## src/rtl/wfg_drive_spi_arb_pkg.sv

```systemverilog
// Shared types and constants for the SPI driver round-robin arbiter.
package wfg_drive_spi_arb_pkg;

    localparam int unsigned MAX_NUM_CH = 8;
    localparam int unsigned MAX_IDX_W  = 3;
    localparam int unsigned BEAT_CNT_W = 16;

    typedef enum logic {
        ST_IDLE = 1'b0,
        ST_HOLD = 1'b1
    } state_e;

    // Index of the set bit in a one-hot vector; zero when the vector is empty.
    function automatic logic [MAX_IDX_W-1:0] onehot_to_idx(input logic [MAX_NUM_CH-1:0] oh);
        logic [MAX_IDX_W-1:0] idx;
        idx = '0;
        for (int unsigned i = 0; i < MAX_NUM_CH; i++) begin
            if (oh[i]) idx = idx | MAX_IDX_W'(i);
        end
        return idx;
    endfunction

endpackage

```

## src/rtl/wfg_drive_spi_arb_if.sv

```systemverilog
// Stream bus between the stimulus requesters, the arbiter and the SPI driver.
interface wfg_drive_spi_arb_if #(
    parameter int unsigned NUM_CH          = 4,
    parameter int unsigned AXIS_DATA_WIDTH = 32
);
    logic [NUM_CH-1:0]                 s_axis_tvalid_i;
    logic [NUM_CH-1:0]                 s_axis_tlast_i;
    logic [NUM_CH*AXIS_DATA_WIDTH-1:0] s_axis_tdata_i;
    logic [NUM_CH-1:0]                 s_axis_tready_o;
    logic                              m_axis_tvalid_o;
    logic                              m_axis_tready_i;
    logic                              m_axis_tlast_o;
    logic [AXIS_DATA_WIDTH-1:0]        m_axis_tdata_o;
    logic [NUM_CH-1:0]                 ch_sel_o;

    modport slave (
        input  s_axis_tvalid_i, s_axis_tlast_i, s_axis_tdata_i, m_axis_tready_i,
        output s_axis_tready_o, m_axis_tvalid_o, m_axis_tlast_o, m_axis_tdata_o, ch_sel_o
    );

    modport master (
        output s_axis_tvalid_i, s_axis_tlast_i, s_axis_tdata_i, m_axis_tready_i,
        input  s_axis_tready_o, m_axis_tvalid_o, m_axis_tlast_o, m_axis_tdata_o, ch_sel_o
    );
endinterface

```

## src/rtl/wfg_rr_picker.sv

```systemverilog
// Combinational round-robin picker: first request after last_grant, with wrap.
module wfg_rr_picker #(
    parameter int unsigned NUM_CH = 4,
    parameter int unsigned IDX_W  = $clog2(NUM_CH)
) (
    input  logic [NUM_CH-1:0] i_req,
    input  logic [IDX_W-1:0]  i_last_grant,
    output logic [NUM_CH-1:0] o_grant,
    output logic              o_any
);

    always_comb begin
        logic [IDX_W:0] v_idx;
        v_idx   = '0;
        o_grant = '0;
        o_any   = 1'b0;
        for (int unsigned i = 1; i <= NUM_CH; i++) begin
            v_idx = (IDX_W+1)'(i_last_grant) + (IDX_W+1)'(i);
            if (v_idx >= (IDX_W+1)'(NUM_CH)) v_idx = v_idx - (IDX_W+1)'(NUM_CH);
            if (!o_any && i_req[v_idx[IDX_W-1:0]]) begin
                o_grant[v_idx[IDX_W-1:0]] = 1'b1;
                o_any                     = 1'b1;
            end
        end
    end

endmodule

```

## src/rtl/wfg_drive_spi_arb.sv

```systemverilog
// Round-robin scheduler sharing one SPI driver between NUM_CH stream requesters.
// Optional packet lock (grant held until tlast) with WFG_DRIVE_SPI_ARB_LOCK_EN.
module wfg_drive_spi_arb
    import wfg_drive_spi_arb_pkg::*;
#(
    parameter int unsigned NUM_CH          = 4,
    parameter int unsigned AXIS_DATA_WIDTH = 32
) (
    input  logic                  clk,
    input  logic                  rst,
    input  logic                  ctrl_en_q_i,
    input  logic [NUM_CH-1:0]     cfg_mask_q_i,
    input  logic                  cnt_clr_i,
    wfg_drive_spi_arb_if.slave    bus,
    output logic [BEAT_CNT_W-1:0] beat_cnt_o
);

    localparam int unsigned IDX_W = $clog2(NUM_CH);
    localparam int unsigned W     = AXIS_DATA_WIDTH;
    localparam logic [BEAT_CNT_W-1:0] CNT_MAX = '1;

    state_e                r_state, w_state_nxt;
    logic [IDX_W-1:0]      r_last_grant;
    logic [IDX_W-1:0]      w_win_idx;
    logic [NUM_CH-1:0]     w_eligible, w_req, w_grant, w_tready;
    logic                  w_any, w_accept, w_deliver;
    logic [W-1:0]          w_win_data, r_tdata;
    logic                  w_win_last, r_tlast;
    logic [NUM_CH-1:0]     r_ch_sel;
    logic [BEAT_CNT_W-1:0] r_beat_cnt;

    assign w_eligible = bus.s_axis_tvalid_i & cfg_mask_q_i;

`ifdef WFG_DRIVE_SPI_ARB_LOCK_EN
    logic             r_lock;
    logic [IDX_W-1:0] r_lock_ch;
    logic             w_lock_act;

    // A lock only holds while its channel stays enabled in the mask.
    assign w_lock_act = r_lock & cfg_mask_q_i[r_lock_ch];
    assign w_req      = w_lock_act ? (w_eligible & (NUM_CH'(1) << r_lock_ch)) : w_eligible;

    always_ff @(posedge clk) begin
        if (rst) begin
            r_lock    <= 1'b0;
            r_lock_ch <= '0;
        end else if (w_accept) begin
            r_lock    <= ~w_win_last;
            r_lock_ch <= w_win_idx;
        end else if (r_lock && !cfg_mask_q_i[r_lock_ch]) begin
            r_lock    <= 1'b0;
        end
    end
`else
    assign w_req = w_eligible;
`endif

    wfg_rr_picker #(
        .NUM_CH (NUM_CH),
        .IDX_W  (IDX_W)
    ) u_picker (
        .i_req        (w_req),
        .i_last_grant (r_last_grant),
        .o_grant      (w_grant),
        .o_any        (w_any)
    );

    assign w_win_idx = IDX_W'(onehot_to_idx(MAX_NUM_CH'(w_grant)));

    // Select the winning channel's beat.
    always_comb begin
        w_win_data = '0;
        w_win_last = 1'b0;
        for (int unsigned c = 0; c < NUM_CH; c++) begin
            if (w_grant[c]) begin
                w_win_data = bus.s_axis_tdata_i[c*W +: W];
                w_win_last = bus.s_axis_tlast_i[c];
            end
        end
    end

    // Next state and handshake decode; ready never depends on the driver side.
    always_comb begin
        w_state_nxt = r_state;
        w_accept    = 1'b0;
        w_deliver   = 1'b0;
        w_tready    = '0;
        case (r_state)
            ST_IDLE: begin
                if (ctrl_en_q_i && w_any) begin
                    w_accept    = 1'b1;
                    w_tready    = w_grant;
                    w_state_nxt = ST_HOLD;
                end
            end
            ST_HOLD: begin
                if (bus.m_axis_tready_i) begin
                    w_deliver   = 1'b1;
                    w_state_nxt = ST_IDLE;
                end
            end
            default: w_state_nxt = ST_IDLE;
        endcase
    end

    always_ff @(posedge clk) begin
        if (rst) r_state <= ST_IDLE;
        else     r_state <= w_state_nxt;
    end

    // Output buffer and round-robin pointer.
    always_ff @(posedge clk) begin
        if (rst) begin
            r_tdata      <= '0;
            r_tlast      <= 1'b0;
            r_ch_sel     <= '0;
            r_last_grant <= IDX_W'(NUM_CH - 1);
        end else if (w_accept) begin
            r_tdata      <= w_win_data;
            r_tlast      <= w_win_last;
            r_ch_sel     <= w_grant;
            r_last_grant <= w_win_idx;
        end
    end

    // Delivered-frame counter; clear wins over a simultaneous delivery.
    always_ff @(posedge clk) begin
        if (rst || cnt_clr_i)                   r_beat_cnt <= '0;
        else if (w_deliver && r_beat_cnt != CNT_MAX) r_beat_cnt <= r_beat_cnt + BEAT_CNT_W'(1);
    end

    assign bus.s_axis_tready_o = w_tready;
    assign bus.m_axis_tvalid_o = (r_state == ST_HOLD);
    assign bus.m_axis_tlast_o  = r_tlast;
    assign bus.m_axis_tdata_o  = r_tdata;
    assign bus.ch_sel_o        = r_ch_sel;
    assign beat_cnt_o          = r_beat_cnt;

endmodule

```

## src/flat_wrapper.sv

```systemverilog
// flat-port wrapper written by rule: the top's interface ports become plain ports
module wfg_drive_spi_arb_flat import wfg_drive_spi_arb_pkg::*;
#(
    parameter int unsigned NUM_CH          = 4,
    parameter int unsigned AXIS_DATA_WIDTH = 32
)
  (clk, rst, ctrl_en_q_i, cfg_mask_q_i, cnt_clr_i, beat_cnt_o, bus_s_axis_tvalid_i, bus_s_axis_tlast_i, bus_s_axis_tdata_i, bus_m_axis_tready_i, bus_s_axis_tready_o, bus_m_axis_tvalid_o, bus_m_axis_tlast_o, bus_m_axis_tdata_o, bus_ch_sel_o);
  wfg_drive_spi_arb_if #(.NUM_CH(NUM_CH), .AXIS_DATA_WIDTH(AXIS_DATA_WIDTH)) bus_i ();
  input  logic clk;
  input  logic rst;
  input  logic ctrl_en_q_i;
  input  logic [NUM_CH-1:0] cfg_mask_q_i;
  input  logic cnt_clr_i;
  output logic [BEAT_CNT_W-1:0] beat_cnt_o;
  input wire logic [$bits(bus_i.s_axis_tvalid_i)-1:0] bus_s_axis_tvalid_i;
  input wire logic [$bits(bus_i.s_axis_tlast_i)-1:0] bus_s_axis_tlast_i;
  input wire logic [$bits(bus_i.s_axis_tdata_i)-1:0] bus_s_axis_tdata_i;
  input wire logic [$bits(bus_i.m_axis_tready_i)-1:0] bus_m_axis_tready_i;
  output wire logic [$bits(bus_i.s_axis_tready_o)-1:0] bus_s_axis_tready_o;
  output wire logic [$bits(bus_i.m_axis_tvalid_o)-1:0] bus_m_axis_tvalid_o;
  output wire logic [$bits(bus_i.m_axis_tlast_o)-1:0] bus_m_axis_tlast_o;
  output wire logic [$bits(bus_i.m_axis_tdata_o)-1:0] bus_m_axis_tdata_o;
  output wire logic [$bits(bus_i.ch_sel_o)-1:0] bus_ch_sel_o;
  assign bus_i.s_axis_tvalid_i = bus_s_axis_tvalid_i;
  assign bus_i.s_axis_tlast_i = bus_s_axis_tlast_i;
  assign bus_i.s_axis_tdata_i = bus_s_axis_tdata_i;
  assign bus_i.m_axis_tready_i = bus_m_axis_tready_i;
  assign bus_s_axis_tready_o = bus_i.s_axis_tready_o;
  assign bus_m_axis_tvalid_o = bus_i.m_axis_tvalid_o;
  assign bus_m_axis_tlast_o = bus_i.m_axis_tlast_o;
  assign bus_m_axis_tdata_o = bus_i.m_axis_tdata_o;
  assign bus_ch_sel_o = bus_i.ch_sel_o;
  wfg_drive_spi_arb #(.NUM_CH(NUM_CH), .AXIS_DATA_WIDTH(AXIS_DATA_WIDTH)) u_core (.clk(clk), .rst(rst), .ctrl_en_q_i(ctrl_en_q_i), .cfg_mask_q_i(cfg_mask_q_i), .cnt_clr_i(cnt_clr_i), .bus(bus_i), .beat_cnt_o(beat_cnt_o));
endmodule
```

## config.mk

```make
export PLATFORM = sky130hd
export DESIGN_NAME = wfg_drive_spi_arb_flat
export DESIGN_NICKNAME = d
export VERILOG_FILES = /design/src/rtl/wfg_drive_spi_arb_pkg.sv /design/src/rtl/wfg_drive_spi_arb_if.sv /design/src/rtl/wfg_rr_picker.sv /design/src/rtl/wfg_drive_spi_arb.sv /design/src/flat_wrapper.sv
export SDC_FILE = /design/constraint.sdc
export NUM_CORES = 1
export LEC_CHECK = 0
export CAP_MARGIN = 20
export CORE_ASPECT_RATIO = 1.1
export CORE_UTILIZATION = 34
export DETAILED_ROUTE_END_ITERATION = 8
export GPL_ROUTABILITY_DRIVEN = 0
export GPL_TIMING_DRIVEN = 1
export PLACE_DENSITY = 0.76
export REMOVE_ABC_BUFFERS = 1
export SYNTH_ARGS = -nofsm -noshare
export SYNTH_HDL_FRONTEND = slang
export SYNTH_SLANG_ARGS = --single-unit
```

## constraint.sdc

```tcl
create_clock -name clk -period 2.3 [get_ports clk]
set_input_delay 0.23 -clock clk [delete_from_list [all_inputs] [get_ports clk]]
set_output_delay 0.23 -clock clk [all_outputs]
set_load 0.02 [all_outputs]
```

Yosys cells after proc, flatten, opt, wreduce, memory -nomap -nowiden
Index checks and enable logic that the tools add are counted.
W data, S select, Z words.
{ "word_totals": {"ff_bits": 56, "latch_bits": 0, "ramBits": 0, "rom_bits": 0, "in_bits": 145, "out_inout_bits": 58, "word_cells": 93, "n_memories": 0} }
{ "classes": {"addsub": 9, "n_mul": 0, "n_div": 0, "order_cmp": 12, "eq_ne": 1, "n_shift": 0, "n_mux": 47, "bitwise": 5, "reduce_logical": 13} }
{ "op_table": {"columns": ["op", "count"], "rows": [
  ["$mux W32", 4],
  ["$mux W4", 6],
  ["$mux W1", 22],
  ["$add A16 B1 Y16 const B", 1],
  ["$ne A16 B16 Y1 const B", 1],
  ["$ge A3 B3 Y1 const B", 4],
  ["$lt A2 B3 Y1 const B", 4],
  ["$mux W2", 6],
  ["$or A4 B4 Y4", 3],
  ["$logic_and A1 B1 Y1", 9],
  ["$bmux W1 S2", 4],
  ["$demux W1 S2", 4],
  ["$ge A2 B1 Y1 const B", 4],
  ["$sub A2 B1 Y2 const B", 4],
  ["$add A2 B2 Y3 const B", 2],
  ["$and A4 B4 Y4", 1],
  ["$add A2 B1 Y3 const B", 1],
  ["$add A2 B3 Y3 const B", 1],
  ["$logic_not A1 Y1", 3],
  ["$pmux W1 S2", 1],
  ["$logic_or A1 B1 Y1", 1],
  ["$not A1 Y1", 1]
]} }

Longest topological paths before layout
Gate-level depths: netlist (run 1).
{ "logic_depth": {"depth_word": 19, "mapped_depth": 10, "mapped_depth_nobuf": 8} }

By module
From an unflattened synthesis (run 1), not the netlist that was laid out.
{ "unflattened": {"cells_unflattened": 452, "area_unflattened_um2": 3580.9} }
{ "by_module_without_submodules": {"columns": ["mod", "n_inst", "cells_each", "area_each_um2", "seq_area_each_um2"], "rows": [
  ["wfg_drive_spi_arb", 1, 404, 3165.5, 1121.1],
  ["wfg_rr_picker", 1, 48, 415.4, 0.0]
]} }

Worst setup path after synthesis (run 1)
Ideal clock, no wire load.
{ "synth_timing": {"kind": "reg2out", "from": "register u_core.r_last_grant[0]", "to": "output port bus_s_axis_tready_o[2]", "arrival_time_ns": 2.336, "t_required_ns": 2.070, "path_slack_ns": -0.266, "path_stages_with_launch": 10, "path_buffers": 2, "cell_sequence": "dfxtp_1 inv_2 ha_1 mux4_2 nor2_4 nand2_1 and4_1 clkbuf_1 buf_2 nor2_1"} }
{ "synth_between": {"elab_chain_len": 18, "word_cells_on_any_way": 64, "classes_between": "add/sub (8); order compare (12); mux (30); bitwise (3); reduce/logical (11)"} }
{ "synth_rtl": {"columns": ["item", "line_no", "text"], "rows": [
  ["start, declared", "wfg_drive_spi_arb.sv:23", "logic [IDX_W-1:0] r_last_grant;"],
  ["start signal, assigned", "wfg_drive_spi_arb.sv:117", "r_last_grant <= IDX_W'(NUM_CH - 1);"],
  ["start signal, assigned", "wfg_drive_spi_arb.sv:122", "r_last_grant <= w_win_idx;"],
  ["branches (longest 16 deep; another with $add A2 B1 Y3)", null, null],
  ["$mux W4 (*)", "wfg_drive_spi_arb.sv:90", "if (ctrl_en_q_i && w_any) begin"],
  ["$mux W4 (*)", "wfg_drive_spi_arb.sv:88", "case (r_state)"],
  ["end, declared", "flat_wrapper.sv:19", "output wire logic [$bits(bus_i.s_axis_tready_o)-1:0] bus_s_axis_tready_o;"]
]} }
Every way passes the cells marked *. The select of a mux whose other input is x is not followed.

Worst setup path after layout (run 1)
{ "layout_timing": {"from": "register u_core.r_last_grant[0]", "to": "register u_core.r_tdata[10] (netlist: u_core.bus.m_axis_tdata_o[10])"} }
{ "layout_between": {"elab_chain_len": 19, "word_cells_on_any_way": 68, "classes_between": "add/sub (8); order compare (12); mux (34); bitwise (3); reduce/logical (11)"} }
{ "layout_rtl": {"columns": ["item", "line_no", "text"], "rows": [
  ["branches (longest 19 deep; another with $add A2 B1 Y3)", null, null],
  ["end signal, assigned", "wfg_drive_spi_arb.sv:119", "r_tdata <= w_win_data;"],
  ["end, declared", "wfg_drive_spi_arb.sv:27", "logic [W-1:0] w_win_data, r_tdata;"]
]} }
Parallel ways; which one is timed is not known. The select of a mux whose other input is x is not followed.
A chain may end at the register's enable or synchronous reset.

==> results of run 1 <==
[logic make-up after synthesis]
logic type / after synthesis / share of synthesized area (%)
AOI/OAI and AO/OA: 190 / 39.0
xor gates and xnor gates: 13 / 3.41
adders and majority gates: 8 / 3.00
buffers and inverters: 38 / 4.99
DFF: 56 / 33.6
muxes: 3 / 2.03
and+or+nand+nor: 94 / 14.0
[what timing repair did]
item	4_1_cts	5_1_grt
pin swaps	46	34
setup buffers	15	12
resized for setup	59	62
cloned	4	3
endpoints found under the setup margin	40	41
[sequential cells by signal, summed over array words and instances, names as in the netlist]
name and count:
u_core.bus.ch_sel_o 4, u_core.bus.m_axis_tdata_o 32, u_core.bus.m_axis_tlast_o 1, u_core.bus.m_axis_tvalid_o 1, u_core.r_last_grant 2, u_core.beat_cnt_o 16
[cell usage in the layout (no fill, tap or decap), types with 3 or more instances in the layout]
cell | synthesis | final
nor2_4 | 1 | 3
xnor2_1 | 5 | 5
buf_6 | 0 | 10
inv_1 | 4 | 4
dfxtp_1 | 56 | 55
nand3_1 | 10 | 9
mux4_2 | 3 | 3
nand4_1 | 6 | 6
buf_8 | 0 | 5
nand2_1 | 19 | 17
clkbuf_8 | 0 | 5
a22oi_2 | 0 | 7
dlymetal6s2s_1 | 0 | 3
clkbuf_16 | 0 | 3
clkdlybuf4s50_1 | 0 | 194
buf_4 | 3 | 50
nor3_1 | 3 | 3
nor2_1 | 32 | 28
and2_4 | 0 | 4
xor2_1 | 8 | 8
ha_1 | 8 | 7
a211oi_1 | 3 | 3
o21ai_2 | 0 | 20
and2_1 | 8 | 4
a22oi_1 | 33 | 26
buf_12 | 0 | 9
a21boi_0 | 33 | 32
o21ai_1 | 67 | 46
a311oi_2 | 0 | 5
a311oi_1 | 33 | 27
a21oi_1 | 7 | 5
[power by group]
group	internal [W]	switching, W	leakage (nW)
Combinational	0.000959	0.000910	1.81
Clock	0.000224	0.000371	0.0452
Sequential	0.00106	0.0000580	0.455
Total	0.00225	0.00134	2.31
[area by class of cell]
cell class	instances	area share, %
clock buffers	5	1.04
inverters	5	0.323
clock inverters	3	0.380
well taps	117	2.22
flip-flops and latches	56	17.1
multi-input cells	309	36.2
repair buffers	277	42.8
[stage by stage]
| stage | setup slack, ns | TNS [ns] |
|---|---|---|
| global placement | -0.780 | -28.80 |
| CTS | -0.197 | -5.29 |
| global route | -0.330 | -10.63 |
| detailed placement | -0.966 | -32.45 |
| finish | -0.256 | -7.48 |
| floorplan | -1.14 | -39.10 |
[layer usage]
metal / share of wire [%] / vias up
li1: - / 2054
met1: 38 / 2127
met2: 49 / 237
met3: 9.8 / 39
met4: 3.4 / 0
met5: 0 / -
[synth_stat cells (5+ instances only)]
library cell,n,area [sq um]
o21ai_1,67,335
xnor2_1,5,43.8
a22oi_1,33,248
nand2_1,19,71.3
nand4_1,6,37.5
a21oi_1,7,35.0
clkbuf_1,19,71.3
a311oi_1,33,289
xor2_1,8,70.1
nor2_1,32,120
buf_2,10,50.1
ha_1,8,100
nand3_1,10,50.1
a21boi_0,33,248
and2_1,8,50.1
dfxtp_1,56,1120
[final timing paths]
kind	from	endpoint	slack [ns]	depth (start not counted)
setup / recovery	u_core.r_last_grant[0]$_SDFFE_PP1P_	u_core.bus.m_axis_tdata_o[10]$_SDFFE_PP0P_	-0.26	11
hold / removal	u_core.bus.m_axis_tdata_o[24]$_SDFFE_PP0P_	u_core.bus.m_axis_tdata_o[24]$_SDFFE_PP0P_	0.50	2
setup reg to reg	u_core.r_last_grant[0]$_SDFFE_PP1P_	u_core.bus.m_axis_tdata_o[10]$_SDFFE_PP0P_	-0.26	11
hold reg to reg	u_core.bus.m_axis_tdata_o[24]$_SDFFE_PP0P_	u_core.bus.m_axis_tdata_o[24]$_SDFFE_PP0P_	0.50	2
[worst min-delay path, delay by kind of cell, from the launching register on]
family,cells,cell delay [ns]
flops,1,0.34
compound gates,2,0.13
==> results_dict.tcl, run 1 <==
set metrics [dict create \
    wl_per_cell_um 20.1 \
    synth.cell_area_sq_um 3340 \
    drt-total-wl_um 15500 \
    cp_max_fo 7 \
    hold-worst-slack_ns 0.498 \
    cts_buffer_depth 2 \
    htreeDepth 2 \
    dieArea_sq_um 10200 \
    first_pass_iters 5 \
    grt_antenna_before_repair 0 \
    arrival_ns 2.81 \
    first_iter_violations 176 \
    crit_path_end_kind "flop" \
    die_w_um 96.4 \
    cp.buffers_inverters 5 \
    cp_slowest_cell "mux4_2" \
    status "finished, violations left" \
    root_buffer "clkbuf_8" \
    fmax_mhz 391 \
    multi_input_area_sq_um 2380 \
    placed_cells 732 \
    syn_to_final_growth_pct 97.4 \
    layout_min_cycle_time_ns 2.56 \
    cp.required_ns 2.55 \
    num_rows 37 \
    top_usage_layer "met2" \
    crit_type "reg -> reg" \
    port_buffers 202 \
    path_delay_family "buffers and inverters" \
    ys_ff_latch 56 \
    netlist_instances 402 \
    grt_max_degree 36 \
    ioPinCount 203 \
    synth.distinct_cells 43 \
    drc 0 \
    clk_pin_slew_ns 0.12 \
    vdd_drop_max_uv 332 \
    regArea_sq_um 1120 \
    yosysWarnings 0 \
    synth.avg_cell_area_sq_um 8.30 \
    cellLeakagePower_nw 2.31 \
    relSlewSlack_pct 70.7 \
    drv_cap 0 \
    cts-buffers-inserted 5 \
    hold_viol_final 0 \
    power_density_nw_per_um2 544 \
    overflow 0 \
    synth-edff-count 0 \
    track_usage_pct 28.2 \
    drt-vias-per-instance 5.77 \
    die_y_um 106 \
    use_met3_pct 7.79 \
    synth_flop_cell "dfxtp_1" \
    dpl.hpwl_um 9740 \
    violations "setup timing" \
    clkLatencyLatePin_ns 0.32 \
    antenna_left 0 \
    design_area_sq_um 6590 \
    ys_seq_area_share_pct 33.6 \
    layout_setup_ws_ns -0.256 \
    grt_pass1_vias 4523 \
    finClkSkew_ns 0.0104 \
    slowest_delay_ns 0.56 \
    hold_buffers 0 \
    synthArstFlopShare_pct 0 \
    fin_crit_sh_pct 111 \
    power_w 0.00359 \
    cts_tree "yes" \
    drive_gt1_share_pct 23.8 \
    clkSinkCount 56 \
    insertedDiodeCount 0 \
    grt_pass1_wl_um 22500 \
    hold_class "reg -> reg" \
    stdcell_count 772 \
    fillCellCount 737 \
    startpoint_type "flop" \
    drv_slew 0 \
    path_cells "inv_4 > buf_6 > mux4_2 > and2_4 > a221oi_4 > buf_4 > and3b_2 > buf_12 > buf_8 > o21ai_2 > o21ai_2" \
    start_util_pct 35.3 \
    post-route-util_pct 69.7 \
    vias 4457 \
    gr-usage-met2_pct 49.7 \
    place_area_sq_um 5750 \
    fp.coreArea_sq_um 9440 \
    final-setup-viol-count 38 \
    fin_nets 807 \
    rsz0062_at_grt "yes" \
    tightest_slew_ns 0.437 \
    grt_use_met1_pct 32.4 \
    cp_common_cell "o21ai_2" \
]
Note: power is estimated with default switching activity, not from simulation.
==> run 2: changes to the inputs <==
--- a/config.mk
+++ b/config.mk
@@ -5,7 +5,6 @@
 export SDC_FILE = /design/constraint.sdc
 export NUM_CORES = 1
 export LEC_CHECK = 0
-export CAP_MARGIN = 20
 export CORE_ASPECT_RATIO = 1.1
 export CORE_UTILIZATION = 34
 export DETAILED_ROUTE_END_ITERATION = 8
==> results of run 2 <==
Final layout, timing and power as in run 1 (identical DEF).
